<file path="src/rtl/sbp_pkg.sv">
// Shared types for the lookup scheduler: head beat, FIFO entry, FSM state.
package sbp_pkg;

  localparam int STAGE_ID_BITS = 6;
  localparam int LOCATION_BITS = 11;
  localparam int RESULT_BITS   = 24;

  typedef enum logic [1:0] {
    RUN,
    DRAIN,
    QUIET
  } state_t;

  typedef struct packed {
    logic                     update;
    logic [31:0]              ip_addr;
    logic [5:0]               bit_pos;
    logic [STAGE_ID_BITS-1:0] stage_id;
    logic [LOCATION_BITS-1:0] location;
    logic [RESULT_BITS-1:0]   result;
  } beat_t;

  typedef struct packed {
    logic [31:0]            addr;
    logic [RESULT_BITS-1:0] data;
  } res_t;

endpackage

</file>
<file path="src/rtl/sbp_lookup_sched_if.sv">
// Handshake, pipeline head/tail, quiesce and stats bundle of the scheduler.
interface sbp_lookup_sched_if;
  import sbp_pkg::*;

  logic                     lkp_valid_i;
  logic                     lkp_ready_o;
  logic [31:0]              lkp_addr_i;

  logic                     upd_valid_i;
  logic                     upd_ready_o;
  logic [31:0]              upd_prefix_i;
  logic [5:0]               upd_len_i;
  logic [STAGE_ID_BITS-1:0] upd_stage_i;
  logic [LOCATION_BITS-1:0] upd_loc_i;
  logic [RESULT_BITS-1:0]   upd_data_i;

  logic                     pipe_update_o;
  logic [31:0]              pipe_ip_addr_o;
  logic [5:0]               pipe_bit_pos_o;
  logic [STAGE_ID_BITS-1:0] pipe_stage_id_o;
  logic [LOCATION_BITS-1:0] pipe_location_o;
  logic [RESULT_BITS-1:0]   pipe_result_o;

  logic [31:0]              pipe_ip_addr_i;
  logic [RESULT_BITS-1:0]   pipe_result_i;

  logic                     res_valid_o;
  logic                     res_ready_i;
  logic [31:0]              res_addr_o;
  logic [RESULT_BITS-1:0]   res_data_o;

  logic                     quiesce_i;
  logic                     quiet_o;

  logic [31:0]              stat_lkp_o;
  logic [31:0]              stat_upd_o;
  logic [31:0]              stat_stall_o;

  modport slave (
    input  lkp_valid_i, lkp_addr_i,
    output lkp_ready_o,
    input  upd_valid_i, upd_prefix_i, upd_len_i,
    input  upd_stage_i, upd_loc_i, upd_data_i,
    output upd_ready_o,
    output pipe_update_o, pipe_ip_addr_o, pipe_bit_pos_o,
    output pipe_stage_id_o, pipe_location_o, pipe_result_o,
    input  pipe_ip_addr_i, pipe_result_i,
    output res_valid_o, res_addr_o, res_data_o,
    input  res_ready_i,
    input  quiesce_i,
    output quiet_o,
    output stat_lkp_o, stat_upd_o, stat_stall_o
  );

  modport master (
    output lkp_valid_i, lkp_addr_i,
    input  lkp_ready_o,
    output upd_valid_i, upd_prefix_i, upd_len_i,
    output upd_stage_i, upd_loc_i, upd_data_i,
    input  upd_ready_o,
    input  pipe_update_o, pipe_ip_addr_o, pipe_bit_pos_o,
    input  pipe_stage_id_o, pipe_location_o, pipe_result_o,
    output pipe_ip_addr_i, pipe_result_i,
    input  res_valid_o, res_addr_o, res_data_o,
    output res_ready_i,
    output quiesce_i,
    input  quiet_o,
    input  stat_lkp_o, stat_upd_o, stat_stall_o
  );

endinterface

</file>
<file path="src/rtl/sbp_sync_fifo.sv">
// Synchronous FIFO, first word falls through from the register array.
module sbp_sync_fifo #(
  parameter int WIDTH = 8,
  parameter int DEPTH = 8
) (
  input  logic             clk,
  input  logic             rst_n,
  input  logic             push,
  input  logic [WIDTH-1:0] din,
  input  logic             pop,
  output logic [WIDTH-1:0] dout,
  output logic             valid
);

  localparam int AW = $clog2(DEPTH);
  localparam int CW = AW + 1;

  logic [WIDTH-1:0] mem [DEPTH];
  logic [AW-1:0]    wr_ptr;
  logic [AW-1:0]    rd_ptr;
  logic [CW-1:0]    count;
  logic             do_pop;

  assign valid  = count != '0;
  assign do_pop = pop && valid;
  assign dout   = mem[rd_ptr];

  always_ff @(posedge clk) begin
    if (push) mem[wr_ptr] <= din;
  end

  always_ff @(posedge clk or negedge rst_n) begin
    if (!rst_n) begin
      wr_ptr <= '0;
      rd_ptr <= '0;
      count  <= '0;
    end else begin
      if (push) wr_ptr <= wr_ptr + AW'(1);
      if (do_pop) rd_ptr <= rd_ptr + AW'(1);
      unique case ({push, do_pop})
        2'b10:   count <= count + CW'(1);
        2'b01:   count <= count - CW'(1);
        default: count <= count;
      endcase
    end
  end

endmodule

</file>
<file path="src/rtl/sbp_lookup_sched.sv">
// Lookup/update scheduler at the head of the lookup chain.
// Define SBP_SCHED_STATS_EN to build the grant/stall counters.
module sbp_lookup_sched
  import sbp_pkg::*;
#(
  parameter int NUM_STAGES  = 24,
  parameter int ROOT_STAGE  = 1,
  parameter int RES_DEPTH   = 8,
  parameter int MAX_UPD_RUN = 4
) (
  input  logic clk,
  input  logic rst_n,
  sbp_lookup_sched_if.slave bus
);

  localparam int PIPE_LAT = 2 * NUM_STAGES;
  localparam int RUN_W    = $clog2(MAX_UPD_RUN + 1);
  localparam int CRD_W    = $clog2(RES_DEPTH + 1);

  state_t           state;
  state_t           state_n;
  logic             live;
  logic             quiet;
  logic [CRD_W-1:0] credit;
  logic [RUN_W-1:0] run_cnt;
  logic [PIPE_LAT:0] trk_vld;
  logic [PIPE_LAT:0] trk_lkp;
  beat_t            head;
  beat_t            beat_n;
  res_t             res_in;
  res_t             res_out;

  logic eligible;
  logic lkp_win;
  logic lkp_ready;
  logic upd_ready;
  logic lkp_grant;
  logic upd_grant;
  logic res_valid;
  logic res_pop;
  logic tail_push;
  logic inflight;

  // live keeps both readies low through reset and the first cycle after it
  assign eligible  = live && (state == RUN) && (credit != '0);
  assign lkp_win   = run_cnt == RUN_W'(MAX_UPD_RUN);
  assign lkp_ready = eligible && (!bus.upd_valid_i || lkp_win);
  assign upd_ready = live && !(bus.lkp_valid_i && eligible && lkp_win);
  assign lkp_grant = bus.lkp_valid_i && lkp_ready;
  assign upd_grant = bus.upd_valid_i && upd_ready;

  assign bus.lkp_ready_o = lkp_ready;
  assign bus.upd_ready_o = upd_ready;

  always_comb begin
    beat_n = '0;
    unique case (1'b1)
      upd_grant: begin
        beat_n.update   = 1'b1;
        beat_n.ip_addr  = bus.upd_prefix_i;
        beat_n.bit_pos  = bus.upd_len_i;
        beat_n.stage_id = bus.upd_stage_i;
        beat_n.location = bus.upd_loc_i;
        beat_n.result   = bus.upd_data_i;
      end
      lkp_grant: begin
        beat_n.ip_addr  = bus.lkp_addr_i;
        beat_n.stage_id = STAGE_ID_BITS'(ROOT_STAGE);
      end
      default: beat_n = '0;
    endcase
  end

  always_ff @(posedge clk or negedge rst_n) begin
    if (!rst_n) begin
      head    <= '0;
      trk_vld <= '0;
      trk_lkp <= '0;
      live    <= 1'b0;
    end else begin
      head    <= beat_n;
      trk_vld <= {trk_vld[PIPE_LAT-1:0], lkp_grant | upd_grant};
      trk_lkp <= {trk_lkp[PIPE_LAT-1:0], lkp_grant};
      live    <= 1'b1;
    end
  end

  assign bus.pipe_update_o   = head.update;
  assign bus.pipe_ip_addr_o  = head.ip_addr;
  assign bus.pipe_bit_pos_o  = head.bit_pos;
  assign bus.pipe_stage_id_o = head.stage_id;
  assign bus.pipe_location_o = head.location;
  assign bus.pipe_result_o   = head.result;

  assign tail_push = trk_vld[PIPE_LAT] && trk_lkp[PIPE_LAT];
  assign inflight  = |(trk_vld & trk_lkp);
  assign res_pop   = res_valid && bus.res_ready_i;

  always_ff @(posedge clk or negedge rst_n) begin
    if (!rst_n) begin
      credit  <= CRD_W'(RES_DEPTH);
      run_cnt <= '0;
    end else begin
      unique case ({lkp_grant, res_pop})
        2'b10:   credit <= credit - CRD_W'(1);
        2'b01:   credit <= credit + CRD_W'(1);
        default: credit <= credit;
      endcase
      if (!eligible || lkp_grant) run_cnt <= '0;
      else if (upd_grant && bus.lkp_valid_i)
        run_cnt <= run_cnt + RUN_W'(1);
    end
  end

  // credit bounds FIFO occupancy, so the tail never needs backpressure
  assign res_in.addr = bus.pipe_ip_addr_i;
  assign res_in.data = bus.pipe_result_i;

  sbp_sync_fifo #(
    .WIDTH ($bits(res_t)),
    .DEPTH (RES_DEPTH)
  ) u_res_fifo (
    .clk   (clk),
    .rst_n (rst_n),
    .push  (tail_push),
    .din   (res_in),
    .pop   (res_pop),
    .dout  (res_out),
    .valid (res_valid)
  );

  assign bus.res_valid_o = res_valid;
  assign bus.res_addr_o  = res_out.addr;
  assign bus.res_data_o  = res_out.data;

  always_comb begin
    state_n = state;
    unique case (state)
      RUN: if (bus.quiesce_i) state_n = DRAIN;
      DRAIN: begin
        if (!bus.quiesce_i) state_n = RUN;
        else if (!inflight && !res_valid) state_n = QUIET;
      end
      QUIET: if (!bus.quiesce_i) state_n = RUN;
      default: state_n = RUN;
    endcase
  end

  always_ff @(posedge clk or negedge rst_n) begin
    if (!rst_n) begin
      state <= RUN;
      quiet <= 1'b0;
    end else begin
      state <= state_n;
      quiet <= state_n == QUIET;
    end
  end

  assign bus.quiet_o = quiet;

`ifdef SBP_SCHED_STATS_EN
  logic [31:0] n_lkp;
  logic [31:0] n_upd;
  logic [31:0] n_stall;

  always_ff @(posedge clk or negedge rst_n) begin
    if (!rst_n) begin
      n_lkp   <= '0;
      n_upd   <= '0;
      n_stall <= '0;
    end else begin
      if (lkp_grant) n_lkp <= n_lkp + 32'd1;
      if (upd_grant) n_upd <= n_upd + 32'd1;
      if (bus.lkp_valid_i && !lkp_ready)
        n_stall <= n_stall + 32'd1;
    end
  end

  assign bus.stat_lkp_o   = n_lkp;
  assign bus.stat_upd_o   = n_upd;
  assign bus.stat_stall_o = n_stall;
`else
  assign bus.stat_lkp_o   = '0;
  assign bus.stat_upd_o   = '0;
  assign bus.stat_stall_o = '0;
`endif

endmodule
</file>
<file path="src/flat_wrapper.sv">
// flat-port wrapper written by rule: the top's interface ports become plain ports
module sbp_lookup_sched_flat import sbp_pkg::*;
#(
  parameter int NUM_STAGES  = 24,
  parameter int ROOT_STAGE  = 1,
  parameter int RES_DEPTH   = 8,
  parameter int MAX_UPD_RUN = 4
)
  (clk, rst_n, bus_lkp_valid_i, bus_lkp_addr_i, bus_lkp_ready_o, bus_upd_valid_i, bus_upd_prefix_i, bus_upd_len_i, bus_upd_stage_i, bus_upd_loc_i, bus_upd_data_i, bus_upd_ready_o, bus_pipe_update_o, bus_pipe_ip_addr_o, bus_pipe_bit_pos_o, bus_pipe_stage_id_o, bus_pipe_location_o, bus_pipe_result_o, bus_pipe_ip_addr_i, bus_pipe_result_i, bus_res_valid_o, bus_res_addr_o, bus_res_data_o, bus_res_ready_i, bus_quiesce_i, bus_quiet_o, bus_stat_lkp_o, bus_stat_upd_o, bus_stat_stall_o);
  sbp_lookup_sched_if bus_i ();
  input  logic clk;
  input  logic rst_n;
  input wire logic [$bits(bus_i.lkp_valid_i)-1:0] bus_lkp_valid_i;
  input wire logic [$bits(bus_i.lkp_addr_i)-1:0] bus_lkp_addr_i;
  output wire logic [$bits(bus_i.lkp_ready_o)-1:0] bus_lkp_ready_o;
  input wire logic [$bits(bus_i.upd_valid_i)-1:0] bus_upd_valid_i;
  input wire logic [$bits(bus_i.upd_prefix_i)-1:0] bus_upd_prefix_i;
  input wire logic [$bits(bus_i.upd_len_i)-1:0] bus_upd_len_i;
  input wire logic [$bits(bus_i.upd_stage_i)-1:0] bus_upd_stage_i;
  input wire logic [$bits(bus_i.upd_loc_i)-1:0] bus_upd_loc_i;
  input wire logic [$bits(bus_i.upd_data_i)-1:0] bus_upd_data_i;
  output wire logic [$bits(bus_i.upd_ready_o)-1:0] bus_upd_ready_o;
  output wire logic [$bits(bus_i.pipe_update_o)-1:0] bus_pipe_update_o;
  output wire logic [$bits(bus_i.pipe_ip_addr_o)-1:0] bus_pipe_ip_addr_o;
  output wire logic [$bits(bus_i.pipe_bit_pos_o)-1:0] bus_pipe_bit_pos_o;
  output wire logic [$bits(bus_i.pipe_stage_id_o)-1:0] bus_pipe_stage_id_o;
  output wire logic [$bits(bus_i.pipe_location_o)-1:0] bus_pipe_location_o;
  output wire logic [$bits(bus_i.pipe_result_o)-1:0] bus_pipe_result_o;
  input wire logic [$bits(bus_i.pipe_ip_addr_i)-1:0] bus_pipe_ip_addr_i;
  input wire logic [$bits(bus_i.pipe_result_i)-1:0] bus_pipe_result_i;
  output wire logic [$bits(bus_i.res_valid_o)-1:0] bus_res_valid_o;
  output wire logic [$bits(bus_i.res_addr_o)-1:0] bus_res_addr_o;
  output wire logic [$bits(bus_i.res_data_o)-1:0] bus_res_data_o;
  input wire logic [$bits(bus_i.res_ready_i)-1:0] bus_res_ready_i;
  input wire logic [$bits(bus_i.quiesce_i)-1:0] bus_quiesce_i;
  output wire logic [$bits(bus_i.quiet_o)-1:0] bus_quiet_o;
  output wire logic [$bits(bus_i.stat_lkp_o)-1:0] bus_stat_lkp_o;
  output wire logic [$bits(bus_i.stat_upd_o)-1:0] bus_stat_upd_o;
  output wire logic [$bits(bus_i.stat_stall_o)-1:0] bus_stat_stall_o;
  assign bus_i.lkp_valid_i = bus_lkp_valid_i;
  assign bus_i.lkp_addr_i = bus_lkp_addr_i;
  assign bus_lkp_ready_o = bus_i.lkp_ready_o;
  assign bus_i.upd_valid_i = bus_upd_valid_i;
  assign bus_i.upd_prefix_i = bus_upd_prefix_i;
  assign bus_i.upd_len_i = bus_upd_len_i;
  assign bus_i.upd_stage_i = bus_upd_stage_i;
  assign bus_i.upd_loc_i = bus_upd_loc_i;
  assign bus_i.upd_data_i = bus_upd_data_i;
  assign bus_upd_ready_o = bus_i.upd_ready_o;
  assign bus_pipe_update_o = bus_i.pipe_update_o;
  assign bus_pipe_ip_addr_o = bus_i.pipe_ip_addr_o;
  assign bus_pipe_bit_pos_o = bus_i.pipe_bit_pos_o;
  assign bus_pipe_stage_id_o = bus_i.pipe_stage_id_o;
  assign bus_pipe_location_o = bus_i.pipe_location_o;
  assign bus_pipe_result_o = bus_i.pipe_result_o;
  assign bus_i.pipe_ip_addr_i = bus_pipe_ip_addr_i;
  assign bus_i.pipe_result_i = bus_pipe_result_i;
  assign bus_res_valid_o = bus_i.res_valid_o;
  assign bus_res_addr_o = bus_i.res_addr_o;
  assign bus_res_data_o = bus_i.res_data_o;
  assign bus_i.res_ready_i = bus_res_ready_i;
  assign bus_i.quiesce_i = bus_quiesce_i;
  assign bus_quiet_o = bus_i.quiet_o;
  assign bus_stat_lkp_o = bus_i.stat_lkp_o;
  assign bus_stat_upd_o = bus_i.stat_upd_o;
  assign bus_stat_stall_o = bus_i.stat_stall_o;
  sbp_lookup_sched #(.NUM_STAGES(NUM_STAGES), .ROOT_STAGE(ROOT_STAGE), .RES_DEPTH(RES_DEPTH), .MAX_UPD_RUN(MAX_UPD_RUN)) u_core (.clk(clk), .rst_n(rst_n), .bus(bus_i));
endmodule
</file>
<file path="config.mk">
export PLATFORM = sky130hd
export DESIGN_NAME = sbp_lookup_sched_flat
export DESIGN_NICKNAME = d
export VERILOG_FILES = /design/src/rtl/sbp_pkg.sv /design/src/rtl/sbp_lookup_sched_if.sv /design/src/rtl/sbp_sync_fifo.sv /design/src/rtl/sbp_lookup_sched.sv /design/src/flat_wrapper.sv
export SDC_FILE = /design/constraint.sdc
export NUM_CORES = 1
export LEC_CHECK = 0
export CAP_MARGIN = 15
export CORE_UTILIZATION = 48
export CTS_CLUSTER_DIAMETER = 60
export DETAILED_ROUTE_END_ITERATION = 7
export PLACE_DENSITY = 0.76
export REMOVE_ABC_BUFFERS = 1
export SLEW_MARGIN = 10
export SYNTH_ARGS = -nofsm -noshare
export SYNTH_HDL_FRONTEND = slang
export SYNTH_HIERARCHICAL = 1
export SYNTH_SLANG_ARGS = --single-unit
</file>
<file path="constraint.sdc">
create_clock -name clk -period 5.29 [get_ports clk]
set_input_delay 1.058 -clock clk [delete_from_list [all_inputs] [get_ports clk]]
set_output_delay 1.058 -clock clk [all_outputs]
set_load 0.005 [all_outputs]
</file>
==> results.toml <==
[outcome]
outcome = "finished clean"

[drt]
drtPass1Iterations = 4
vias = 11700
drt_wl_total_mm = 52.7
drc_errors = 0
ant_nets = 0
viasPerCell = 5.21
wl_per_cell_um = 23.5
dr.first_iter.drc_count = 606

[place]
dp_slack_ns = 1.44
routabilityCongestion = 0.848
dp_hpwl_mm = 32.4
placed_area_um2 = 27700
port_buffers = 312
placedCellCount = 2125

[yosys]
yosysWarnings = 6
synth_cell_type_count = 42
async_reset_ff_share_pct = 30.8
muxShareOfSynthArea_pct = 13.3
syn_avg_cell_area_um2 = 20.5
synth_xor_area_share_pct = 0.508
synth_top_family_by_area = "multiplexers"
synth_compound_gate_area_share_pct = 2.15
synthSimpleGateAreaFrac_pct = 2.64
ys_seq_elements = 647
seq_area_frac_synth_pct = 76.4
netlist_area_um2 = 24100
syn_inst = 1176
ys.flop_type = "edfxtp_1"
yosys.area_share.adder_pct = 0.602
synth_enable_flop_cells = 448

[die]
dieArea_um2 = 51100
ioPinCount = 409
fp.dieW_um = 226
die_y_um = 226
rows = 81
start_util_pct = 49.0
core_area_um2 = 49300

[finish]
final_area_um2 = 29800
fin_cells = 2243
area_delta_synth_final_pct = 23.5
drive_gt1_share_pct = 18.8
fin_nets = 1714

[sta]
hold_slack_ns = 0.372
finalCritPeriodShare_pct = 80.9
worstMarginPinSlew_ns = 1.08
rsz0062_at_grt = "false"
fin_crit_ns = 4.28
finalSetupViolCount = 0
clock.fmax_mhz = 234
drv_slew = 0
finalHoldViolCount = 0
final.setup.worst_slack_ns = 1.01
slew_headroom_pct = 28.1
finClkSkew_ns = 0.0122

[setup_path]
cp-start-kind = "flop"
arrival_ns = 3.22
end_kind = "primary output"
rrSetupSlack_ns = 2.36
worstSetupPathType = "flop to primary output"
crit_required_ns = 4.23
crit_fanout = 58

[clock_network]
numCtsBuffers = 67
cts_hold_buf = 0
cts_setup_buffers = 0
cts_max_path_buffers = 3
cts_root_buffer = "clkbuf_16"
ctsResizeCount = 0
clk_pin_slew_ns = 0.06
cts_tree = "done"
clk_latency_ns = 0.58
cts_sinks = 647
cts-htree-levels = 3

[pwr]
p_leak_nw = 10.9
p_total_w = 0.0133
max-vdd-ir-drop_uv = 264
p_per_area_nw_per_um2 = 448

[global_routing]
overflow = 0
grt_util_met3_pct = 6.47
grt_pass1_wl_mm = 77.3
antenna_found_initial = 3
globalRouteMet1Util_pct = 26.2
grt_busiest_layer = "met2"
grt_max_degree = 121
grt_use_met2_pct = 35.5
grt_pass1_vias = 12500
track_usage_pct = 20.9

[flow_run]
max_cap_violations = 0

[worst_hold_path]
hp-class = "flop to flop"
## flip-flops by register name, indices dropped and copies added (netlist names)
name and cells:
u_core/bus.pipe_bit_pos_o 6, u_core/bus.pipe_ip_addr_o 32, u_core/bus.pipe_location_o 11, u_core/bus.pipe_result_o 24, u_core/bus.pipe_stage_id_o 6, u_core/bus.pipe_update_o 1
u_core/bus.quiet_o 1, u_core/credit 4, u_core/live 1, u_core/run_cnt 3, u_core/state 2, u_core/trk_lkp 49
u_core/trk_vld 49, u_core/u_res_fifo/count 4, u_core/u_res_fifo/mem 448, u_core/u_res_fifo/rd_ptr 3, u_core/u_res_fifo/wr_ptr 3
## where the power goes
group          leakage [nW]  internal (W)  total (W)  switching [W]
Clock                  1.02       0.00261    0.00445        0.00185
Combinational          3.20       0.00190    0.00292        0.00103
Sequential             6.65       0.00557    0.00596       0.000386
Total                  10.9        0.0101     0.0133        0.00326
## layer usage
metal  part of all wire [%]  wire length, um
met1                     40            20900
met2                     51            26900
met3                    7.4             3880
met4                    1.9             1010
met5                      0                0
## worst max-delay path, stage by stage (launching register included)
cell,delay [ns]
dfrtp_4,0.97
buf_4,0.47
mux4_2,0.38
mux2_2,0.28
clkdlybuf4s50_1,0.44
## cell type report
class / count / area (um^2)
Fill cell: 3568 / 19500
Multi-Input combinational cell: 475 / 5050
Timing Repair Buffer: 331 / 3340
Tap cell: 664 / 831
Clock buffer: 88 / 1880
Antenna cell: 2 / 5.00
Clock inverter: 28 / 211
Sequential cell: 647 / 18400
Inverter: 8 / 30.0
## path summary, 6_finish.rpt
| path | from | endpoint | cells past startpoint |
|---|---|---|---|
| worst max-delay path | u_core/u_res_fifo/rd_ptr[1] | bus_res_data_o[18] | 4 |
| max in group asynchronous | rst_n | u_core/bus.pipe_location_o[7] | 2 |
| worst min-delay path | u_core/trk_lkp[7] | u_core/trk_lkp[8] | 0 |
| worst max register to register | u_core/credit[3] | u_core/credit[3] | 13 |
| worst min register to register | u_core/trk_lkp[7] | u_core/trk_lkp[8] | 0 |
| min in group asynchronous | rst_n | u_core/bus.pipe_ip_addr_o[9] | 1 |
## cells in the mapped netlist, types with 4 or more instances
library cell	count	area [um^2]
and2_1	49	307
nand2b_1	6	37.5
edfxtp_1	448	13500
buf_4	96	721
nand2_1	22	82.6
buf_2	18	90.1
mux4_2	112	2520
ha_1	10	125
xnor2_1	8	70.1
mux2_2	59	664
nor2_1	12	45.0
xor2_1	6	52.6
dfrtp_1	198	4950
clkbuf_1	10	37.5
buf_6	14	158
inv_1	8	30.0
nand3_1	5	25.0
nor3_1	4	20.0
a22oi_1	23	173
a22o_1	32	280
## stage by stage
step | TNS, ns | utilization, %
after floorplan | -60.70 | -
after global placement | 0 | 56.2
after detailed placement | 0 | 56.2
after CTS | 0 | 60.5
after global routing | 0 | 60.5
final | 0 | 60.5
## cell usage in the layout, fill, tap and decap left out, types with 3 or more instances in the layout
| cell | n |
|---|---|
| ha_1 | 10 |
| a22o_1 | 32 |
| clkinv_2 | 9 |
| edfxtp_1 | 448 |
| dfrtp_4 | 3 |
| and2_1 | 49 |
| buf_4 | 13 |
| clkdlybuf4s50_1 | 311 |
| clkbuf_1 | 15 |
| clkbuf_16 | 73 |
| nand4_1 | 3 |
| nor2_4 | 6 |
| buf_12 | 5 |
| clkinvlp_4 | 4 |
| a21oi_1 | 3 |
| nand2_1 | 22 |
| a22oi_1 | 23 |
| nor4_1 | 3 |
| conb_1 | 97 |
| mux2_2 | 59 |
| xnor2_1 | 8 |
| inv_1 | 8 |
| nor2_1 | 6 |
| xor2_1 | 6 |
| mux4_2 | 112 |
| nand3_1 | 5 |
| nand2b_1 | 6 |
| clkinv_1 | 10 |
| dfrtp_1 | 195 |
## logic make-up (layout without fill, tap and decap cells)
group                      after synthesis  in the layout
DFF                                    647            647
muxes                                  173            173
buffers and inverters                  149            455
and+or+nand+nor                        115            115
AOI/OAI and AO/OA                       65             65
xor gates and xnor gates                14             14
adders and majority gates               11             11
other                                    2             99
No activity file was read; power rests on OpenSTA's default activity.
